File: src/rtl/vga_timing_pkg.sv
// 640x480 VGA timing constants and decoder types, shared by the timing generator and the
// sync decoder.
package vga_timing_pkg;

  localparam int unsigned H_DISPLAY   = 640;
  localparam int unsigned H_FRONT     = 16;
  localparam int unsigned H_SYNC      = 96;
  localparam int unsigned H_BACK      = 48;
  localparam int unsigned V_DISPLAY   = 480;
  localparam int unsigned V_FRONT     = 10;
  localparam int unsigned V_SYNC      = 2;
  localparam int unsigned V_BACK      = 33;
  localparam int unsigned LOCK_FRAMES = 2;

  localparam int unsigned H_TOTAL      = H_DISPLAY + H_FRONT + H_SYNC + H_BACK;
  localparam int unsigned V_TOTAL      = V_DISPLAY + V_FRONT + V_SYNC + V_BACK;
  localparam int unsigned H_SYNC_START = H_DISPLAY + H_FRONT;
  localparam int unsigned V_SYNC_START = V_DISPLAY + V_FRONT;

  typedef enum logic [1:0] {
    StSearch,
    StAcquire,
    StLocked
  } sync_state_e;

  function automatic logic [15:0] sat_inc16(input logic [15:0] val);
    return (val == 16'hFFFF) ? val : val + 16'd1;
  endfunction

endpackage

File: src/rtl/vga_edge_detect.sv
// Registers one active-low sync input and flags its falling edge. Both sample registers
// reset high so a line that is already low at reset release reads as a fresh edge.
module vga_edge_detect (
  input  logic clk,
  input  logic rst,
  input  logic sync,
  output logic fall
);

  logic sample_q, prev_q;

  always_ff @(posedge clk or posedge rst) begin
    if (rst) begin
      sample_q <= 1'b1;
      prev_q   <= 1'b1;
    end else begin
      sample_q <= sync;
      prev_q   <= sample_q;
    end
  end

  assign fall = prev_q & ~sample_q;

endmodule

File: src/rtl/vga_sync_decoder.sv
// Rebuilds pixel coordinates, display enable and timing lock from an incoming VGA sync pair.
// Define VGA_SYNC_MEASURE_EN to add the measured line/frame length outputs.
module vga_sync_decoder
  import vga_timing_pkg::*;
#(
  parameter int unsigned H_DISPLAY   = vga_timing_pkg::H_DISPLAY,
  parameter int unsigned H_FRONT     = vga_timing_pkg::H_FRONT,
  parameter int unsigned H_SYNC      = vga_timing_pkg::H_SYNC,
  parameter int unsigned H_BACK      = vga_timing_pkg::H_BACK,
  parameter int unsigned V_DISPLAY   = vga_timing_pkg::V_DISPLAY,
  parameter int unsigned V_FRONT     = vga_timing_pkg::V_FRONT,
  parameter int unsigned V_SYNC      = vga_timing_pkg::V_SYNC,
  parameter int unsigned V_BACK      = vga_timing_pkg::V_BACK,
  parameter int unsigned LOCK_FRAMES = vga_timing_pkg::LOCK_FRAMES
) (
  input  logic        clk,
  input  logic        rst,
  input  logic        h_sync,
  input  logic        v_sync,
  output logic [15:0] h_pos,
  output logic [15:0] v_pos,
  output logic        display_on,
  output logic        locked,
  output logic        sync_err
`ifdef VGA_SYNC_MEASURE_EN
  ,
  output logic [15:0] h_total_meas,
  output logic [15:0] v_total_meas
`endif
);

  localparam int unsigned HTot = H_DISPLAY + H_FRONT + H_SYNC + H_BACK;
  localparam int unsigned VTot = V_DISPLAY + V_FRONT + V_SYNC + V_BACK;

  localparam logic [15:0] HDisp     = 16'(H_DISPLAY);
  localparam logic [15:0] VDisp     = 16'(V_DISPLAY);
  localparam logic [15:0] HLast     = 16'(HTot - 1);
  localparam logic [15:0] VLast     = 16'(VTot - 1);
  localparam logic [15:0] HSyncAt   = 16'(H_DISPLAY + H_FRONT);
  localparam logic [15:0] VSyncAt   = 16'(V_DISPLAY + V_FRONT);
  localparam logic [15:0] HSyncPrev = 16'(H_DISPLAY + H_FRONT - 1);
  localparam logic [15:0] VSyncPrev = 16'(V_DISPLAY + V_FRONT - 1);
  localparam logic [15:0] WdLimit   = 16'(2 * HTot - 1);
  localparam logic [3:0]  LockCnt   = 4'(LOCK_FRAMES);

  logic        h_fall, v_fall;
  logic [15:0] h_pos_d, v_pos_d, wd_q, wd_d;
  logic        h_wrap, line_err, frame_err, err, enter_search;
  logic        h_armed_q, h_armed_d, v_armed_q, v_armed_d;
  logic [3:0]  good_q, good_d, good_inc;
  logic        locked_d, sync_err_d, display_d;
  sync_state_e state_q, state_d;

  vga_edge_detect u_h_edge (
    .clk  (clk),
    .rst  (rst),
    .sync (h_sync),
    .fall (h_fall)
  );

  vga_edge_detect u_v_edge (
    .clk  (clk),
    .rst  (rst),
    .sync (v_sync),
    .fall (v_fall)
  );

  always_comb begin
    h_wrap  = 1'b0;
    h_pos_d = h_pos + 16'd1;
    if (h_fall) begin
      h_pos_d = HSyncAt;
    end else if (h_pos == HLast) begin
      h_pos_d = '0;
      h_wrap  = 1'b1;
    end
  end

  // The v edge load wins over the line increment that normally lands in the same cycle.
  always_comb begin
    v_pos_d = v_pos;
    if (v_fall) begin
      v_pos_d = VSyncAt;
    end else if (h_wrap) begin
      v_pos_d = (v_pos == VLast) ? '0 : v_pos + 16'd1;
    end
  end

  assign wd_d      = h_fall ? '0 : sat_inc16(wd_q);
  assign line_err  = (h_fall && h_armed_q && (h_pos != HSyncPrev)) ||
                     (!h_fall && (wd_q == WdLimit));
  assign frame_err = v_fall && v_armed_q && (v_pos != VSyncPrev);
  assign err       = line_err | frame_err;
  assign good_inc  = good_q + 4'd1;

  always_ff @(posedge clk or posedge rst) begin
    if (rst) state_q <= StSearch;
    else     state_q <= state_d;
  end

  always_comb begin
    state_d = state_q;
    unique case (state_q)
      StSearch:  if (v_fall) state_d = StAcquire;
      StAcquire: begin
        if (err)                                 state_d = StSearch;
        else if (v_fall && (good_inc == LockCnt)) state_d = StLocked;
      end
      StLocked:  if (err) state_d = StSearch;
      default:   state_d = StSearch;
    endcase
  end

  always_comb begin
    good_d = good_q;
    unique case (state_q)
      StSearch:  if (v_fall) good_d = '0;
      StAcquire: if (v_fall && !err) good_d = good_inc;
      default:   ;
    endcase
    sync_err_d   = err && (state_q != StSearch);
    locked_d     = (state_d == StLocked);
    display_d    = locked_d && (h_pos_d < HDisp) && (v_pos_d < VDisp);
    // Edge checks restart from scratch each time lock is abandoned.
    enter_search = (state_d == StSearch) && (state_q != StSearch);
    h_armed_d    = enter_search ? 1'b0 : (h_armed_q | h_fall);
    v_armed_d    = enter_search ? 1'b0 : (v_armed_q | v_fall);
  end

  always_ff @(posedge clk or posedge rst) begin
    if (rst) begin
      h_pos      <= '0;
      v_pos      <= '0;
      wd_q       <= '0;
      good_q     <= '0;
      h_armed_q  <= 1'b0;
      v_armed_q  <= 1'b0;
      locked     <= 1'b0;
      sync_err   <= 1'b0;
      display_on <= 1'b0;
    end else begin
      h_pos      <= h_pos_d;
      v_pos      <= v_pos_d;
      wd_q       <= wd_d;
      good_q     <= good_d;
      h_armed_q  <= h_armed_d;
      v_armed_q  <= v_armed_d;
      locked     <= locked_d;
      sync_err   <= sync_err_d;
      display_on <= display_d;
    end
  end

`ifdef VGA_SYNC_MEASURE_EN
  logic [15:0] lines_q;  // h edges seen since the last v edge

  always_ff @(posedge clk or posedge rst) begin
    if (rst) begin
      h_total_meas <= '0;
      v_total_meas <= '0;
      lines_q      <= '0;
    end else begin
      if (h_fall) h_total_meas <= sat_inc16(wd_q);
      if (v_fall) begin
        v_total_meas <= h_fall ? sat_inc16(lines_q) : lines_q;
        lines_q      <= '0;
      end else if (h_fall) begin
        lines_q <= sat_inc16(lines_q);
      end
    end
  end
`endif

endmodule
File: config.mk
export PLATFORM = sky130hd
export DESIGN_NAME = vga_sync_decoder
export DESIGN_NICKNAME = d
export VERILOG_FILES = /design/src/rtl/vga_timing_pkg.sv /design/src/rtl/vga_edge_detect.sv /design/src/rtl/vga_sync_decoder.sv
export SDC_FILE = /design/constraint.sdc
export NUM_CORES = 1
export LEC_CHECK = 0
export CAP_MARGIN = 0
export CORE_AREA = 2 2 118 97
export CTS_CLUSTER_DIAMETER = 60
export DETAILED_ROUTE_END_ITERATION = 8
export DIE_AREA = 0 0 120 99
export GPL_TIMING_DRIVEN = 0
export PLACE_DENSITY_LB_ADDON = 0.12
export SLEW_MARGIN = 20
export SYNTH_ARGS = -nofsm -noshare
export SYNTH_HDL_FRONTEND = slang
export SYNTH_SLANG_ARGS = --single-unit
export TNS_END_PERCENT = 50
File: constraint.sdc
create_clock -name clk -period 6.3 [get_ports clk]
set_input_delay 1.26 -clock clk [delete_from_list [all_inputs] [get_ports clk]]
set_output_delay 1.26 -clock clk [all_outputs]
set_load 0.05 [all_outputs]
==> summary.txt, run 1 <==
Critical path
  • Critical setup path kind: register to output port
  • Slowest CP cell: sky130_fd_sc_hd__clkdlybuf4s50_1
  • Biggest fanout along the worst timing path: 6
  • Crit path capture type: output port
  • Critical path required time: 5040 ps
  • Largest delay contributor family on the critical path: buffers and inverters
  • Worst path arrival time: 1690 ps
  • Max stage delay on crit path: 870 ps
  • Cell-by-cell trace of the critical path: clkdlybuf4s50_1
  • Crit start category: register
  • Buffer and inverter count on the worst path: 1

Yosys
  • Primary flip-flop cell chosen by synthesis mapping: sky130_fd_sc_hd__dfrtp_1
  • Most instantiated cells after synthesis: sky130_fd_sc_hd__dfrtp_1 (59), sky130_fd_sc_hd__nor2_1 (51), sky130_fd_sc_hd__nand2_1 (33), sky130_fd_sc_hd__nand3_1 (23), sky130_fd_sc_hd__xnor2_1 (19)
  • Number of unique standard cell types used by synthesis: 55
  • Area share of the largest cell type after synthesis: 43.67%
  • FF+latch count, synth: 63
  • Synth warnings: 0
  • Post-synthesis sequential area ratio: 46.78%
  • Async set-or-reset flop fraction in the synthesized netlist: 100.0%
  • Total standard cell area after synthesis: 3381 um^2
  • Mapped Nets: 362
  • Avg Synthesized Cell Area: 9.632 um^2
  • Largest cells by area after synthesis: sky130_fd_sc_hd__dfrtp_1 (44%), sky130_fd_sc_hd__nor2_1 (5.7%), sky130_fd_sc_hd__xnor2_1 (4.9%)
  • Cell type with the highest aggregate area in the netlist: sky130_fd_sc_hd__dfrtp_1
  • Most repeated cell in the gate-level netlist after synthesis: sky130_fd_sc_hd__dfrtp_1
  • EDFF count, synth: 0
  • Synth Instances: 351

Layout
  • Fraction of final layout cells sized beyond drive strength 1: 9.852%
  • Area grow syn2layout: 26.09%
  • Fillers: 1058
  • Number of non-filler instances in the completed layout: 550
  • Area occupied by registers: 1582 um^2
  • Number of antenna repair diodes: 0
  • Final net count: 412
  • Area occupied by multi-input gates: 1700 um^2

Clock tree
  • TritonCTS buffer count: 9
  • # hold bufs at CTS: 0
  • Clock Tree Buf Depth: 2
  • CTS Root Buffer Type: sky130_fd_sc_hd__clkbuf_16
  • Number of buffers inserted by post-CTS setup repair: 0
  • Clock-pin slew reported for the worst setup and hold paths after clock tree synthesis: 50 ps
  • Count of H-tree levels built during CTS: 3
  • Sinks on the clock net: 63
  • PostCTS Resize Cnt: 0
  • TritonCTS clock tree: yes
  • Worst-Skew Late Latency: 320 ps

Drt
  • First-pass iteration count of the detailed router: 4
  • DR iter-0 viols: 160
  • DRC: 0
  • Average vias per placed instance: 4.891
  • Overall routed net length: 7830 um
  • Vias after detailed routing: 2690
  • Drt wl/cell: 14.24 um
  • Number of nets still failing antenna checks after routing: 0

Placement
  • GPL Wtd Cong: 0.8082
  • Placed cell count: 534
  • DP Wirelength: 5607 um
  • Buffers added on ports: 38

GRT
  • Via count of the first global-routing pass: 2678
  • Remaining global-route overflow: 0
  • Pin count of the biggest net entering global routing: 55
  • Wire length of the first global-routing pass: 13600 um
  • Number of antenna violations at the first check in global routing: 0
  • Global-route total usage across every layer: 14.29%

STA
  • Peak clock frequency supported by timing: 0.3386 GHz
  • Worst hold-check slack: 369.5 ps
  • Portion of the clock cycle consumed by the worst path in the final layout: 46.88%
  • Worst clock skew: 6.778 ps
  • RSZ-0062 raised after global routing: no
  • Count of pins over their slew limit: 0
  • Worst rel slew slack: 62.10%
  • Setup TNS: 0 ps
  • Measured slew at the worst slew-check pin: 564.2 ps
  • Min Clock Period, post-route: 2953 ps
  • Number of hold violations in the final report: 0
  • Final setup fails: 0

Pwr
  • Pwr Density: 271.8 nW/um^2
  • Leakage power: 1.782 nW
  • Maximum vdd ir drop: 0.1168 mV

Die
  • IO Count: 39
  • Effective utilization at floorplan: 31.66%
  • Core region area: 10680 um^2
  • Die outline area: 11880 um^2
  • FP Rows: 34
  • Height of the die: 99 um
  • Die width: 120 um

Job
  • Max-capacitance violation count: 0

Outcome
  • Outcome: complete, no violations

Worst hold path
  • Class of the worst hold path: register to register
==> worst paths after layout <==
path,startpoint,to,slack [ps],cells past startpoint
worst max-delay path,h_pos[10],h_pos[10],3350,1
worst min-delay path,u_v_edge.sample_q,u_v_edge.prev_q,370,0
worst max register to register,u_h_edge.sample_q,display_on,3450,9
worst min register to register,u_v_edge.sample_q,u_v_edge.prev_q,370,0
max in group asynchronous,rst,u_v_edge.sample_q,4570,3
min in group asynchronous,rst,h_pos[1],1190,2
==> power by group <==
group | internal [mW] | leakage (nW) | switching [mW]
registers | 0.445 | 0.800 | 0.0384
clock network | 0.315 | 0.146 | 0.171
logic | 0.0699 | 0.836 | 0.120
total | 0.830 | 1.78 | 0.329
==> per-stage QoR <==
stage | power, mW | util (%) | area (um^2) | setup slack, ps
4_1_cts | 1.174 | 39.92 | 4263 | 3333
6_report | 1.158 | 39.92 | 4263 | 3347
3_5_place_dp | 0.6811 | 37.19 | 3971 | 3448
2_1_floorplan | 0.6206 | - | 3381 | 3477
5_1_grt | 1.224 | 39.92 | 4263 | 3149
3_3_place_gp | 0.6752 | 36.91 | 3941 | 2198
==> flip-flops by register name, summed over array words and instances (netlist names) <==
signal             count
display_on             1
good_q                 4
h_armed_q              1
h_pos                 16
locked                 1
state_q                2
sync_err               1
u_h_edge.prev_q        1
u_h_edge.sample_q      1
u_v_edge.prev_q        1
u_v_edge.sample_q      1
v_armed_q              1
v_pos                 16
wd_q                  16
==> logic make-up (layout without fill, tap and decap cells) <==
logic type / Yosys count / count (layout) / share of synthesized area, %
muxes: 5 / 5 / 1.517
and+or+nand+nor: 184 / 184 / 29.13
buffers and inverters: 21 / 76 / 2.924
xor gates and xnor gates: 36 / 36 / 9.326
adders and majority gates: 8 / 8 / 2.887
AOI/OAI and AO/OA: 34 / 34 / 7.439
DFF: 63 / 63 / 46.78
==> per-layer routing <==
metal  vias up  track usage [%]  wire, um
met1      1286            20.84      4062
li1       1340                -         -
met5         -                0         0
met4         0            3.801        62
met2        59            20.98      3419
met3         5            3.646       285
==> layout by cell type, fill, tap and decap left out, drive strengths merged, types with 2 or more instances in the layout <==
cell,instances
xnor2,19
buf,7
and3,13
o211ai,4
dfrtp,59
nor4,10
clkdlybuf4s50,38
nand4,15
nand3,24
o21ai,10
ha,7
nand2b,2
nor3,9
clkbuf,20
nand2,33
or2,2
clkinv,3
or4b,2
mux2i,4
inv,7
a311oi,2
nor2,51
xor2,17
a21oi,10
nand3b,5
or3,6
nor2b,3
dfstp,4
==> area by class of cell <==
cell class | instances | area share (%)
Buffer | 14 | 1.702
Inverter | 7 | 0.6751
Sequential cell | 63 | 37.10
Clock inverter | 4 | 1.057
Timing Repair Buffer | 39 | 9.569
Clock buffer | 12 | 5.782
Tap cell | 144 | 4.227
Multi-Input combinational cell | 267 | 39.89
(Power assumes the default switching activity.)
==> run 2: changes to the inputs <==
==> constraint.sdc (replaced) <==
create_clock -name clk -period 3 [get_ports clk]
set_input_delay 0.6 -clock clk [delete_from_list [all_inputs] [get_ports clk]]
set_output_delay 0.6 -clock clk [all_outputs]
set_load 0.05 [all_outputs]
==> summary.txt, run 2 (synthesized netlist as in run 1, its figures left out) <==
GRT
  • Number of antenna violations at the first check in global routing: 0 (unchanged)
  • Wire length of the first global-routing pass: 13600 um (unchanged)
  • Pin count of the biggest net entering global routing: 55 (unchanged)
  • Via count of the first global-routing pass: 2678 (unchanged)
  • Global-route total usage across every layer: 14.29% (unchanged)
  • Remaining global-route overflow: 0 (unchanged)

Critical path
  • Critical path required time: 3210 ps (-1830 ps)
  • Minimum setup slack among reg-to-reg paths: 260 ps (-3190 ps)
  • Worst path arrival time: 2950 ps (+1260 ps)
  • Critical setup path kind: register to register
  • Crit start category: register
  • Slowest CP cell: sky130_fd_sc_hd__dfrtp_1
  • Buffer and inverter count on the worst path: 2 (+1)
  • Max stage delay on crit path: 440 ps (-430 ps)
  • Largest delay contributor family on the critical path: simple AND/OR/NAND/NOR gates
  • Crit path capture type: register
  • Biggest fanout along the worst timing path: 10 (+4)
  • Cell-by-cell trace of the critical path: ha_1 > and3_1 > buf_2 > nand3_1 > or2_1 > buf_6 > nor4_4 > mux2i_1 > a41oi_1 > a311oi_1

Placement
  • Worst setup slack before clock tree synthesis: 147.6 ps (-3300 ps)
  • GPL Wtd Cong: 0.8082 (unchanged)
  • Buffers added on ports: 38 (unchanged)
  • DP Wirelength: 5607 um (unchanged)

Clock tree
  • Number of buffers inserted by post-CTS setup repair: 0 (unchanged)
  • PostCTS Resize Cnt: 0 (unchanged)
  • Worst-Skew Late Latency: 320 ps (about the same)
  • Clock-pin slew reported for the worst setup and hold paths after clock tree synthesis: 50 ps (about the same)
  • TritonCTS clock tree: yes
  • Count of H-tree levels built during CTS: 3 (unchanged)
  • Sinks on the clock net: 63 (unchanged)
  • TritonCTS buffer count: 9 (unchanged)
  • Clock Tree Buf Depth: 2 (unchanged)
  • CTS Root Buffer Type: sky130_fd_sc_hd__clkbuf_16

STA
  • Number of hold violations in the final report: 0 (unchanged)
  • Worst clock skew: 7.177 ps (+0.3991 ps)
  • Worst rel slew slack: 62.09% (about the same)
  • RSZ-0062 raised after global routing: no
  • Worst Setup Slack, final: 262.0 ps (-3085 ps)
  • Min Clock Period, post-route: 2738 ps
  • Portion of the clock cycle consumed by the worst path in the final layout: 91.27%
  • Worst hold-check slack: 369.5 ps (unchanged)
  • Measured slew at the worst slew-check pin: 564.3 ps (+0.05686 ps)
  • Count of pins over their slew limit: 0 (unchanged)
  • Peak clock frequency supported by timing: 0.3652 GHz
  • Final setup fails: 0 (unchanged)

Die
  • Effective utilization at floorplan: 31.66% (unchanged)
  • Height of the die: 99 um (unchanged)
  • Core region area: 10680 um^2 (unchanged)
  • IO Count: 39 (unchanged)
  • Die width: 120 um (unchanged)
  • FP Rows: 34 (unchanged)
  • Die outline area: 11880 um^2 (unchanged)

Job
  • Max-capacitance violation count: 0 (unchanged)

Layout
  • Commonest non-fill, non-tap cell in the layout: sky130_fd_sc_hd__dfrtp_1
  • Top flop regs: h_pos (16), v_pos (16), wd_q (16)
  • Number of antenna repair diodes: 0 (unchanged)
  • Final net count: 411 (-0.24%)
  • Area grow syn2layout: 25.98% (about the same)
  • Fraction of final layout cells sized beyond drive strength 1: 9.877% (+0.024 points)
  • Final core utilization: 39.89% (about the same)
  • Commonest cells after routing, fill and taps aside: sky130_fd_sc_hd__dfrtp_1 (59), sky130_fd_sc_hd__nor2_1 (51), sky130_fd_sc_hd__clkdlybuf4s50_1 (38)

Outcome
  • Outcome: complete, no violations

Pwr
  • Total net switching power: 0.6924 mW (+110%)
  • Leakage power: 1.781 nW (about the same)
  • Part of the total power dissipated in the clock network: 42.0% (about the same)
  • Maximum vdd ir drop: 0.2440 mV (+110%)
  • Share of total power consumed by net switching: 28.44% (+0.066 points)
  • Pwr Density: 571.6 nW/um^2 (+110%)
  • Sequential Power Share: 41.7% (about the same)
  • Internal power: 1.742 mW (+110%)
  • Relative contribution of combinational cells to total power: 16.3% (about the same)

Worst hold path
  • Class of the worst hold path: register to register

Drt
  • Vias after detailed routing: 2658 (-1.2%)
  • DR iter-0 viols: 172 (+7.5%)
  • First-pass iteration count of the detailed router: 4 (unchanged)
  • Average vias per placed instance: 4.842 (-1.0%)
  • Number of nets still failing antenna checks after routing: 0 (unchanged)
  • Drt wl/cell: 14.35 um (+0.81%)
  • Overall routed net length: 7879 um (+0.63%)
  • DRC: 0 (unchanged)
[run 2: worst reg2reg max path: cells and delay by family, from the launching register on]
family | cells | cell delay [ps]
DFF | 1 | 440
muxes | 1 | 260
adders and majority gates | 1 | 240
buffers and inverters | 2 | 310
and+or+nand+nor | 4 | 940
AOI/OAI and AO/OA | 2 | 460
[run 2: final cells by class]
| type | count | area (um^2) |
|---|---|---|
| flip-flops and latches | 63 | 1582 |
| inverters | 7 | 28.78 |
| plain buffers | 13 | 68.82 |
| multi-input cells | 267 | 1700 |
| clock buffers | 12 | 246.5 |
| fillers | 1060 | 6419 |
| repair buffers | 39 | 407.9 |
| clock inverters | 4 | 45.04 |
| well taps | 144 | 180.2 |
[run 2: final timing paths]
| kind | startpoint | endpoint | cells past startpoint |
|---|---|---|---|
| hold / removal | u_v_edge.sample_q | u_v_edge.prev_q | 0 |
| min in group asynchronous | rst | h_pos[1] | 2 |
| max in group asynchronous | rst | u_v_edge.sample_q | 3 |
| setup reg to reg | h_pos[1] | display_on | 10 |
| setup / recovery | h_pos[1] | display_on | 10 |
| hold reg to reg | u_v_edge.sample_q | u_v_edge.prev_q | 0 |
[run 2: timing repair]
action,CTS,global route
hold endpoints to repair,0,0
endpoints found under the setup margin,0,1
hold buffers,0,0
[run 2: metal layers]
metal,routed length (um),global-route usage (%),part of all wire [%],vias up
met5,0,0,0,-
met4,62,3.801,0.79,0
met3,220,3.646,2.8,5
met2,3453,20.98,44,39
met1,4142,20.84,53,1277
li1,-,-,-,1337
[run 2: power by group through the flow]
| stage | registers (mW) | logic [mW] | clock network, mW |
|---|---|---|---|
| 6_report | 1.02 | 0.397 | 1.02 |
| 5_1_grt | 1.03 | 0.443 | 1.10 |
| 4_1_cts | 1.02 | 0.404 | 1.05 |
| 3_5_place_dp | 1.03 | 0.402 | 0 |
| 3_3_place_gp | 1.03 | 0.390 | 0 |
| 2_1_floorplan | 1.10 | 0.203 | 0 |
[run 2: stage by stage]
| stage | instance area (um^2) | cells | TNS, ps | power [mW] |
|---|---|---|---|---|
| 6_report | 4259 | 549 | 0 | 2.434 |
| 5_1_grt | 4259 | 549 | 0 | 2.569 |
| 4_1_cts | 4263 | 550 | 0 | 2.466 |
| 3_5_place_dp | 3971 | 534 | 0 | 1.430 |
| 3_3_place_gp | 3941 | 533 | -25860 | 1.418 |
| 2_1_floorplan | 3381 | 351 | 0 | 1.303 |
==> run 3: changes to the inputs <==
==> constraint.sdc (replaced) <==
create_clock -name clk -period 3 [get_ports clk]
set_input_delay 0.6 -clock clk [delete_from_list [all_inputs] [get_ports clk]]
set_output_delay 0.6 -clock clk [all_outputs]
set_load 0.02 [all_outputs]
==> results of run 3 <==
The final DEF is identical to that of run 2. Status: complete, no violations.
Main changes from that run: total power 2.434 mW -> 2.376 mW
